===== src/rtl/dcache_mshr_pkg.sv =====
// dcache_mshr_pkg: shared dcache miss-tracking types
// Types : MSHR_STATE (INVALID / WAIT_ISSUE / WAIT_DATA), MSHR_ENTRY (state, blk_addr, mem_tag, squashed)
// Consts: MEM_TAG_W (memory tag width), ENTRY_RST (entry reset value)
// Func  : blk_align (clears the byte-offset bits of an address)
`ifndef NUM_MEM_TAGS
`define NUM_MEM_TAGS 15
`endif
package dcache_mshr_pkg;
   localparam int MEM_TAG_W = $clog2(`NUM_MEM_TAGS);
   typedef enum logic [1:0] {
      INVALID    = 2'h0,
      WAIT_ISSUE = 2'h1,
      WAIT_DATA  = 2'h2
   } MSHR_STATE;
   // blk_addr is kept block-aligned at full width so it can drive address outputs directly
   typedef struct packed {
      MSHR_STATE              state;
      logic [31:0]            blk_addr;
      logic [MEM_TAG_W-1:0]   mem_tag;
      logic                   squashed;
   } MSHR_ENTRY;
   localparam MSHR_ENTRY ENTRY_RST = '{state: INVALID, blk_addr: 32'h0, mem_tag: '0, squashed: 1'b0};
   function automatic logic [31:0] blk_align(input logic [31:0] a, input int off_w);
      return a & ~((32'h1 << off_w) - 32'h1);
   endfunction
endpackage


===== src/rtl/sys_defs_pkg.sv =====
// sys_defs_pkg: system-wide memory bus definitions shared by the cache and memory models
// Macros: NUM_MEM_TAGS (memory tag count, tag 0 is reserved), DATA_SIZE (bus block width in bits)
// Types : BUS_COMMAND (BUS_NONE / BUS_LOAD / BUS_STORE)
`ifndef NUM_MEM_TAGS
`define NUM_MEM_TAGS 15
`endif
`ifndef DATA_SIZE
`define DATA_SIZE 64
`endif
package sys_defs_pkg;
   typedef enum logic [1:0] {
      BUS_NONE  = 2'h0,
      BUS_LOAD  = 2'h1,
      BUS_STORE = 2'h2
   } BUS_COMMAND;
endpackage


===== src/rtl/dcache_mshr_lowest_one_enc.sv =====
// lowest_one_enc: priority encoder returning the index of the lowest set bit
// Ports: vec_i (request vector), idx_o (lowest set index, 0 when none), found_o (any bit set)
module lowest_one_enc #(
   parameter int N = 4
) (
   input  logic [N-1:0]         vec_i,
   output logic [$clog2(N)-1:0] idx_o,
   output logic                 found_o
);
   localparam int W = $clog2(N);
   always_comb begin
      idx_o = '0;
      for (int i = N - 1; i >= 0; i--) if (vec_i[i]) idx_o = W'(i);
   end
   assign found_o = |vec_i;
endmodule


===== src/rtl/dcache_mshr.sv =====
// dcache_mshr: miss status holding registers tracking outstanding dcache block misses
// Ports: clock/reset (sync active-high), rollback (squash speculative misses),
//        miss_valid/miss_addr -> miss_ready/miss_merged/miss_idx (miss acceptance),
//        proc2mem_command/proc2mem_addr <- mem2proc_response (load issue),
//        mem2proc_data/mem2proc_tag -> fill_valid/fill_addr/fill_data/fill_idx (block return),
//        mshr_count/mshr_empty (registered occupancy)
`ifndef NUM_MEM_TAGS
`define NUM_MEM_TAGS 15
`endif
`ifndef DATA_SIZE
`define DATA_SIZE 64
`endif
module dcache_mshr
   import sys_defs_pkg::*;
   import dcache_mshr_pkg::*;
#(
   parameter int NUM_MSHR  = 4,
   parameter int BLK_OFF_W = 3
) (
   input  logic                          clock,
   input  logic                          reset,
   input  logic                          rollback,
   input  logic                          miss_valid,
   input  logic [31:0]                   miss_addr,
   output logic                          miss_ready,
   output logic                          miss_merged,
   output logic [$clog2(NUM_MSHR)-1:0]   miss_idx,
   output BUS_COMMAND                    proc2mem_command,
   output logic [31:0]                   proc2mem_addr,
   input  logic [MEM_TAG_W-1:0]          mem2proc_response,
   input  logic [`DATA_SIZE-1:0]         mem2proc_data,
   input  logic [MEM_TAG_W-1:0]          mem2proc_tag,
   output logic                          fill_valid,
   output logic [31:0]                   fill_addr,
   output logic [`DATA_SIZE-1:0]         fill_data,
   output logic [$clog2(NUM_MSHR)-1:0]   fill_idx,
   output logic [$clog2(NUM_MSHR):0]     mshr_count,
   output logic                          mshr_empty
);
   localparam int IW = $clog2(NUM_MSHR);
   MSHR_ENTRY entry_q [NUM_MSHR];
   MSHR_ENTRY entry_d [NUM_MSHR];
   logic [NUM_MSHR-1:0] inv_v, wi_v, hit_v, tag_v;
   logic [IW-1:0] alloc_idx, issue_idx, hit_idx, tag_idx;
   logic alloc_ok, issue_ok, hit_ok, tag_ok;
   logic issue_go, accept, take, alloc;
   logic [31:0] miss_blk;
   assign miss_blk = blk_align(miss_addr, BLK_OFF_W);
   for (genvar g = 0; g < NUM_MSHR; g++) begin : g_vec
      assign inv_v[g] = entry_q[g].state == INVALID;
      assign wi_v[g]  = entry_q[g].state == WAIT_ISSUE;
      // squashed entries belong to a discarded path, so they never absorb new misses
      assign hit_v[g] = entry_q[g].state != INVALID && !entry_q[g].squashed && entry_q[g].blk_addr == miss_blk;
      // only WAIT_DATA entries own a tag, so an entry accepted this cycle cannot match
      assign tag_v[g] = mem2proc_tag != '0 && entry_q[g].state == WAIT_DATA && entry_q[g].mem_tag == mem2proc_tag;
   end
   lowest_one_enc #(.N(NUM_MSHR)) u_alloc (.vec_i(inv_v), .idx_o(alloc_idx), .found_o(alloc_ok));
   lowest_one_enc #(.N(NUM_MSHR)) u_issue (.vec_i(wi_v),  .idx_o(issue_idx), .found_o(issue_ok));
   lowest_one_enc #(.N(NUM_MSHR)) u_hit   (.vec_i(hit_v), .idx_o(hit_idx),   .found_o(hit_ok));
   lowest_one_enc #(.N(NUM_MSHR)) u_tag   (.vec_i(tag_v), .idx_o(tag_idx),   .found_o(tag_ok));
   assign issue_go         = issue_ok && !reset;
   assign accept           = issue_go && mem2proc_response != '0;
   assign proc2mem_command = issue_go ? BUS_LOAD : BUS_NONE;
   assign proc2mem_addr    = issue_go ? entry_q[issue_idx].blk_addr : 32'h0;
   assign fill_valid       = tag_ok && !entry_q[tag_idx].squashed && !reset;
   assign fill_addr        = fill_valid ? entry_q[tag_idx].blk_addr : 32'h0;
   assign fill_data        = fill_valid ? mem2proc_data : '0;
   assign fill_idx         = fill_valid ? tag_idx : '0;
   // a merge into an entry retiring this cycle is refused so the cache retries and hits the fill
   assign take        = miss_valid && !rollback && !reset;
   assign miss_merged = take && hit_ok && !tag_v[hit_idx];
   assign alloc       = take && !hit_ok && alloc_ok;
   assign miss_ready  = miss_merged || alloc;
   assign miss_idx    = miss_merged ? hit_idx : alloc ? alloc_idx : '0;
   always_comb begin
      for (int i = 0; i < NUM_MSHR; i++) begin
         entry_d[i] = entry_q[i];
         if (rollback && entry_q[i].state == WAIT_DATA) entry_d[i].squashed = 1'b1;
         if (accept && issue_idx == IW'(i)) begin
            entry_d[i].state    = WAIT_DATA;
            entry_d[i].mem_tag  = mem2proc_response;
            entry_d[i].squashed = rollback;
         end else if (rollback && entry_q[i].state == WAIT_ISSUE) begin
            entry_d[i] = ENTRY_RST;
         end
         if (tag_v[i]) entry_d[i] = ENTRY_RST;
         if (alloc && alloc_idx == IW'(i)) begin
            entry_d[i].state    = WAIT_ISSUE;
            entry_d[i].blk_addr = miss_blk;
            entry_d[i].mem_tag  = '0;
            entry_d[i].squashed = 1'b0;
         end
      end
   end
   always_ff @(posedge clock) begin
      for (int i = 0; i < NUM_MSHR; i++) entry_q[i] <= reset ? ENTRY_RST : entry_d[i];
   end
   always_comb begin
      mshr_count = '0;
      for (int i = 0; i < NUM_MSHR; i++) mshr_count = mshr_count + {{IW{1'b0}}, ~inv_v[i]};
   end
   assign mshr_empty = mshr_count == '0;
endmodule

===== config.mk =====
export PLATFORM = sky130hd
export DESIGN_NAME = dcache_mshr
export DESIGN_NICKNAME = d
export VERILOG_FILES = /design/src/rtl/dcache_mshr_pkg.sv /design/src/rtl/sys_defs_pkg.sv /design/src/rtl/dcache_mshr_lowest_one_enc.sv /design/src/rtl/dcache_mshr.sv
export SDC_FILE = /design/constraint.sdc
export NUM_CORES = 1
export LEC_CHECK = 0
export CORE_MARGIN = 8
export CORE_UTILIZATION = 50
export CTS_BUF_LIST = sky130_fd_sc_hd__clkbuf_8
export CTS_CLUSTER_DIAMETER = 200
export CTS_CLUSTER_SIZE = 40
export DETAILED_ROUTE_END_ITERATION = 6
export PLACE_DENSITY = 0.81
export SETUP_SLACK_MARGIN = 0.4
export SLEW_MARGIN = 10
export SYNTH_ARGS = -nofsm -noshare
export SYNTH_HDL_FRONTEND = slang
export SYNTH_SLANG_ARGS = --single-unit

===== constraint.sdc =====
create_clock -name clock -period 5.7 [get_ports clock]
set_clock_uncertainty 0.15 [all_clocks]
set_input_delay 1.14 -clock clock [delete_from_list [all_inputs] [get_ports clock]]
set_output_delay 1.14 -clock clock [all_outputs]
set_load 0.05 [all_outputs]

==> results of run 1 <==
kinds of logic after synthesis:
group | Yosys count | share of synthesized area [%]
other | 1 | 0.0384
multiplexers | 147 | 18.8
flip-flops | 144 | 29.5
adder cells (fa/ha/maj) | 7 | 0.923
AO/OA/AOI/OAI | 122 | 8.92
AND/OR/NAND/NOR | 481 | 24.0
buffers and inverters | 124 | 6.30
XOR/XNOR | 128 | 11.5
per-layer routing:
metal | wire, um | part of all wire (%) | vias to the layer above
li1 | - | - | 4380
met1 | 13200 | 34 | 4720
met2 | 17700 | 46 | 847
met3 | 4880 | 13 | 204
met4 | 2510 | 6.6 | 0
met5 | 0 | 0 | -
timing repair:
item	in CTS	in global routing
buffers inserted	2	8
resized for setup	1	37
endpoints found under the setup margin	14	98
cloned	1	2
hold endpoints to repair	0	0
pin swaps	0	2
placed cells by master (no fill, tap or decap), types with 13 or more instances in the layout:
cell               n
nand2_1          237
dfxtp_1          144
buf_12           124
mux2i_1          118
clkdlybuf4s50_1  106
and2_1            84
xor2_1            73
xnor2_1           52
buf_4             38
a21oi_1           30
a31oi_1           30
mux4_2            29
o221ai_1          29
nor4_1            28
nand3_1           25
nand4_1           22
clkbuf_8          20
nor2_1            17
and2_4            13
area by class of cell:
| class | count | area [um^2] |
|---|---|---|
| inverters | 14 | 52.6 |
| multi-input cells | 892 | 6430 |
| clock inverters | 12 | 155 |
| fillers | 1320 | 5170 |
| flip-flops and latches | 144 | 2880 |
| repair buffers | 282 | 4040 |
| well taps | 265 | 332 |
| clock buffers | 20 | 275 |
through the flow:
stage | util (%) | hold WS (ns) | setup slack [ns] | instance area [um^2] | cells
after floorplan | - | 0.307 | 0.614 | 9790 | 1160
after global placement | 69.4 | 0.317 | 0.378 | 13400 | 1584
after detailed placement | 69.4 | 0.324 | 0.373 | 13400 | 1584
after CTS | 72.0 | 0.335 | 0.377 | 13900 | 1619
after global routing | 73.3 | 0.355 | 0.286 | 14200 | 1629
final | 73.3 | 0.336 | 0.408 | 14200 | 1629
where the power goes:
| part | switching, mW | leakage [nW] | internal, mW | total, mW |
|---|---|---|---|---|
| Sequential | 0.0128 | 1.16 | 1.02 | 1.03 |
| Clock | 0.412 | 0.216 | 0.469 | 0.881 |
| Combinational | 0.192 | 4.34 | 0.139 | 0.332 |
| Total | 0.617 | 5.71 | 1.62 | 2.24 |
worst register-to-register path: cells and delay by family, from the launching register on:
family / cells / cell delay, ns
AND/OR/NAND/NOR: 4 / 1.40
buffers and inverters: 1 / 0.42
AO/OA/AOI/OAI: 2 / 1.26
flip-flops: 1 / 0.40
multiplexers: 1 / 0.17
how the worst min path moves through the flow:
stage / startpoint / endpoint / slack [ns] / depth (start not counted)
6_report: entry_q[1][2]$_SDFFE_PP0P_ / entry_q[1][2]$_SDFFE_PP0P_ / 0.34 / 2
5_1_grt: entry_q[0][2]$_SDFFE_PP0P_ / entry_q[0][2]$_SDFFE_PP0P_ / 0.35 / 2
4_1_cts: entry_q[1][4]$_SDFFE_PP0P_ / entry_q[1][4]$_SDFFE_PP0P_ / 0.33 / 2
3_5_place_dp: entry_q[1][4]$_SDFFE_PP0P_ / entry_q[1][4]$_SDFFE_PP0P_ / 0.32 / 2
3_3_place_gp: entry_q[2][1]$_SDFFE_PP0P_ / entry_q[2][1]$_SDFFE_PP0P_ / 0.32 / 2
2_1_floorplan: entry_q[2][4]$_SDFFE_PP0P_ / entry_q[2][4]$_SDFFE_PP0P_ / 0.31 / 2
cells in the mapped netlist (2+ instances only):
| cell | instances |
|---|---|
| and2_1 | 97 |
| or3_1 | 4 |
| a21boi_0 | 2 |
| o21a_1 | 4 |
| a31oi_1 | 31 |
| o21ai_1 | 2 |
| nor2_1 | 20 |
| o22ai_1 | 2 |
| buf_2 | 15 |
| xnor2_1 | 55 |
| clkbuf_1 | 58 |
| dfxtp_1 | 144 |
| a21oi_1 | 30 |
| xor2_1 | 73 |
| buf_1 | 4 |
| nand4_1 | 22 |
| or2_1 | 3 |
| a211oi_1 | 2 |
| o2111ai_1 | 2 |
| buf_6 | 2 |
| nand2b_1 | 4 |
| and3_1 | 4 |
| inv_1 | 12 |
| mux4_2 | 29 |
| nand3b_1 | 2 |
| maj3_1 | 2 |
| mux2i_1 | 118 |
| nor4_1 | 29 |
| ha_1 | 4 |
| and4_1 | 2 |
| or4_1 | 4 |
| o21ai_0 | 8 |
| a2111oi_4 | 2 |
| nor3_1 | 13 |
| buf_4 | 31 |
| nand3_1 | 25 |
| nand2_1 | 237 |
| o221ai_1 | 29 |
| nor2b_1 | 9 |
==> results_dict.tcl, run 1 <==
set metrics [dict create \
    status "finished, final reports clean" \
    vias_per_cell 6.23 \
    critPathLaunch "mem2proc_tag[2]" \
    cpPeakStageDelay_ns 0.49 \
    drtIter0Drc 1240 \
    diodes 0 \
    start_util_pct 50.5 \
    end_kind "primary output" \
    regToRegEndpoint "entry_q[0][17]$_SDFFE_PP0P_" \
    grt_pass1_wl_mm 57.3 \
    hp-class "reg2reg" \
    overflow 0 \
    synthCells 1154 \
    cpLargestDelayFamily "buffers and inverters" \
    cts_tree "built" \
    grt_max_degree 41 \
    cts_hold_repair.buffers 0 \
    tns_ns 0 \
    cts_sinks 144 \
    crit_end "fill_addr[27]" \
    fin_nets 1464 \
    core_um2 19300 \
    routedWlPerCell_um 23.5 \
    reg2regPathDepth 8 \
    clock_path_buffers 2 \
    worst-path-buf-inv 3 \
    path_cells "clkdlybuf4s50_1 > nor3_1 > or3_1 > a2111oi_4 > nor2_2 > o21ai_4 > buf_12 > mux4_2 > and2_2 > buf_4" \
    met1_usage_pct 34.9 \
    synth_largest_area_cell "dfxtp_1" \
    path_depth 10 \
    yosysWarnings 0 \
    drtPass1Iterations 7 \
    worstPathArrival_ns 4.00 \
    period_minus_slack_ns 5.29 \
    fmax_ghz 0.189 \
    die_w_um 156 \
    reg_top3 "entry_q (144)" \
    dp_hpwl_mm 26.5 \
    start_kind "primary input" \
    synth_edf_count 0 \
    grt_pass1_vias 9836 \
    worstMarginPinSlew_ns 1.18 \
    yosysUniqueCellTypes 57 \
    async_flop_share_pct 0 \
    p_total_mw 2.24 \
    area_growth_pct 45.1 \
    final_hold_viol_count 0 \
    io_buffers 238 \
    grt_antenna_before_repair 0 \
    dieArea_um2 24300 \
    grt.busiest_layer "met2" \
    reg2reg_setup_slack_ns 1.83 \
    ys.flop_type "dfxtp_1" \
    totalWireLength_mm 38.2 \
    synth-seq-cells 144 \
    insertion_delay_ns 0.46 \
    total_leakage_power_nw 5.71 \
    final_antenna_net_count 0 \
    criticalPathCategory "in2out" \
    avgSynthCellArea_um2 8.46 \
    place.gp.congestion 0.991 \
    cts_buffers 17 \
    timing.rr.start "entry_q[2][37]$_SDFFE_PP0P_" \
    largest_register "entry_q" \
    critPathMaxFanout 8 \
    drive_gt1_share_pct 20.1 \
    power_density_nw_per_um2 158 \
    largest_reg_flops 144 \
    path_clk_slew_ns 0.08 \
    critPathSlowestCell "mux4_2" \
    cts_root_buffer "clkbuf_8" \
    drv_slew 0 \
    rows 51 \
    synthTopCellsByArea "dfxtp_1, mux2i_1, nand2_1" \
    htreeDepth 4 \
    die-height_um 156 \
    slew_headroom_pct 20.8 \
    cp.required_ns 4.41 \
    drv_cap 0 \
    setup_viol 0 \
    drc 0 \
    yosysSeqAreaShare_pct 29.5 \
    synth.top_cell.area_share_pct 29.5 \
    ioPinCount 249 \
    peakVddDrop_uv 144 \
    grt_setup_unrepaired "true" \
    grt_usage_pct 30.3 \
    syn_area_um2 9770 \
    grtUsageMet2_pct 49.1 \
    grt_util_met3_pct 9.58 \
    fin_crit_sh_pct 92.9 \
    vias 10200 \
]
No activity file was read; power rests on OpenSTA's default activity.
==> run 2, diff against run 1 <==
Clock period 5.7 ns to 6.3 ns, I/O delays scaled along.
==> run 2 against run 1 <==
The flow now finishes with violations (design-rule violations). Sequential power fell by 9.7%. Clock-buffer cell count did not move. Register-to-register slack improved by 0.64 ns. Combinational power fell by 11%. Flip-flop and latch count did not move. Final area fell by 2.3%. Core utilization fell by 1.7 points. Clock power fell by 6.6%. Setup slack improved by 0.086 ns. Sequential share of layout area rose by 0.47 points. Final cell count fell by 0.86%. Non-clock buffer count fell by 15.
==> results_dict.tcl, run 2 (synthesized netlist as in run 1, its figures left out) <==
set metrics [dict create \
    worstPathArrival_ns 4.40 \
    power_density_nw_per_um2 148 \
    drtIter0Drc 1427 \
    ioPinCount 249 \
    mostFrequentLayoutCell "nand2_1" \
    drv_slew 0 \
    reg2reg_setup_slack_ns 2.47 \
    cts_tree "built" \
    critPathMaxFanout 8 \
    grt_setup_unrepaired "false" \
    vias_per_cell 6.27 \
    final_hold_viol_count 0 \
    routedWlPerCell_um 23.6 \
    path_clk_slew_ns 0.07 \
    met2_length_mm 17.6 \
    cts_sinks 144 \
    insertion_delay_ns 0.47 \
    cts_root_buffer "clkbuf_8" \
    reg_top3 "entry_q (144)" \
    drc 2 \
    cpPeakStageDelay_ns 0.62 \
    start_kind "primary input" \
    vias 10100 \
    tns_ns 0 \
    path_cells "clkdlybuf4s50_1 > or3_1 > a2111oi_4 > nor2_1 > o21ai_4 > buf_4 > mux4_2 > and2_1 > buf_12" \
    grt_antenna_before_repair 1 \
    hp-class "reg2reg" \
    period_minus_slack_ns 5.81 \
    rows 51 \
    end_kind "primary output" \
    drv_cap 0 \
    drive_gt1_share_pct 17.1 \
    cpLargestDelayFamily "buffers and inverters" \
    htreeDepth 4 \
    critPathSlowestCell "clkdlybuf4s50_1" \
    worst-path-buf-inv 3 \
    cp.required_ns 4.89 \
    met1_length_mm 13.5 \
    io_buffers 238 \
    top_layer "met5" \
    totalWireLength_mm 38.1 \
    post-route-util_pct 71.6 \
    timing.hold.ws_ns 0.332 \
    slew_headroom_pct 20.5 \
    status "finished with violations" \
    drtPass1Iterations 7 \
    dieArea_um2 24300 \
    setup_viol 0 \
    grt_usage_pct 30.6 \
    core_um2 19300 \
    total_leakage_power_nw 5.60 \
    fin_crit_sh_pct 92.2 \
    die_w_um 156 \
    clock_path_buffers 2 \
    grt_pass1_wl_mm 57.5 \
    overflow 0 \
    placedInstanceArea_um2 13400 \
    area_growth_pct 41.8 \
    worstMarginPinSlew_ns 1.19 \
    criticalPathCategory "in2out" \
    place.gp.congestion 1.03 \
    die-height_um 156 \
    largest_reg_flops 144 \
    dr_wl_met3_mm 4.54 \
    grt_max_degree 96 \
    peakVddDrop_uv 125 \
    cts_hold_repair.buffers 0 \
    cts_buffers 17 \
    dp_hpwl_mm 26.8 \
    violations "design-rule violations" \
    fill_cells 1362 \
    final_antenna_net_count 0 \
    grt_pass1_vias 9974 \
    fmax_ghz 0.172 \
    start_util_pct 50.5 \
    fin_nets 1449 \
    final_area_um2 13800 \
    layout_common_cells "nand2_1, dfxtp_1, mux2i_1" \
    largest_register "entry_q" \
]
run 2: cell count changes in the layout (fill, tap and decap cells not counted), moves of 3 or more:
cell	previous run	this run
inv_1	12	15
buf_4	38	35
buf_12	124	117
buf_6	9	1
and2_4	13	1
and2_1	84	97
run 2: per-stage QoR:
| stage | total power, mW | std cells | setup slack, ns |
|---|---|---|---|
| final | 2.05 | 1615 | 0.493 |
| after global routing | 2.11 | 1614 | 0.396 |
| after CTS | 2.03 | 1611 | 0.412 |
| after detailed placement | 1.23 | 1579 | 0.361 |
| after global placement | 1.23 | 1579 | 0.387 |
| after floorplan | 1.11 | 1160 | 0.974 |
run 2: power breakdown:
part           leakage, nW  internal (mW)  switching, mW
Sequential            1.16          0.919         0.0117
Combinational         4.20          0.124          0.173
Clock                0.233          0.458          0.365
Total                 5.60           1.50          0.549
run 2: path summary, 6_finish.rpt:
kind,start,end,cells past startpoint
worst max-delay path,mem2proc_tag[3],fill_addr[30],9
worst min-delay path,entry_q[1][4]$_SDFFE_PP0P_,entry_q[1][4]$_SDFFE_PP0P_,2
worst max register to register,entry_q[2][37]$_SDFFE_PP0P_,entry_q[0][17]$_SDFFE_PP0P_,8
worst min register to register,entry_q[1][4]$_SDFFE_PP0P_,entry_q[1][4]$_SDFFE_PP0P_,2
run 2: what timing repair did:
| action | 4_1_cts | 5_1_grt |
|---|---|---|
| buffers inserted | 0 | 2 |
| pin swaps | 0 | 1 |
| endpoints found under the hold margin | 0 | 0 |
| gates cloned | 0 | 1 |
| setup endpoints to repair | 2 | 12 |
| gates resized for setup | 2 | 5 |
run 2: metal layers:
metal  vias up  track usage, %
met3       201            8.59
met5         -               0
li1       4348               -
met4         2            18.3
met2       809            50.2
met1      4760            34.9
run 2: layout make-up:
type / instances / area [um^2] / share of cell area (%)
diodes: 1 / 2.50 / 0.0181
clock buffers: 20 / 275 / 1.99
clock inverters: 12 / 166 / 1.20
inverters: 14 / 52.6 / 0.379
multi-input cells: 892 / 6360 / 45.9
flip-flops and latches: 144 / 2880 / 20.8
well taps: 265 / 332 / 2.39
repair buffers: 267 / 3780 / 27.3
run 2: tightest hold or removal path, delay by kind of cell, from the launching register on:
family	cells	cell delay [ns]
AOI/OAI and AO/OA	1	0.06
DFF	1	0.32
and+or+nand+nor	1	0.06
==> run 3, diff against run 2 <==
Settings changed: CTS_CLUSTER_DIAMETER 200 to 30.
==> results of run 3 <==
No change in the layout: final DEF, timing and power equal those of run 2.
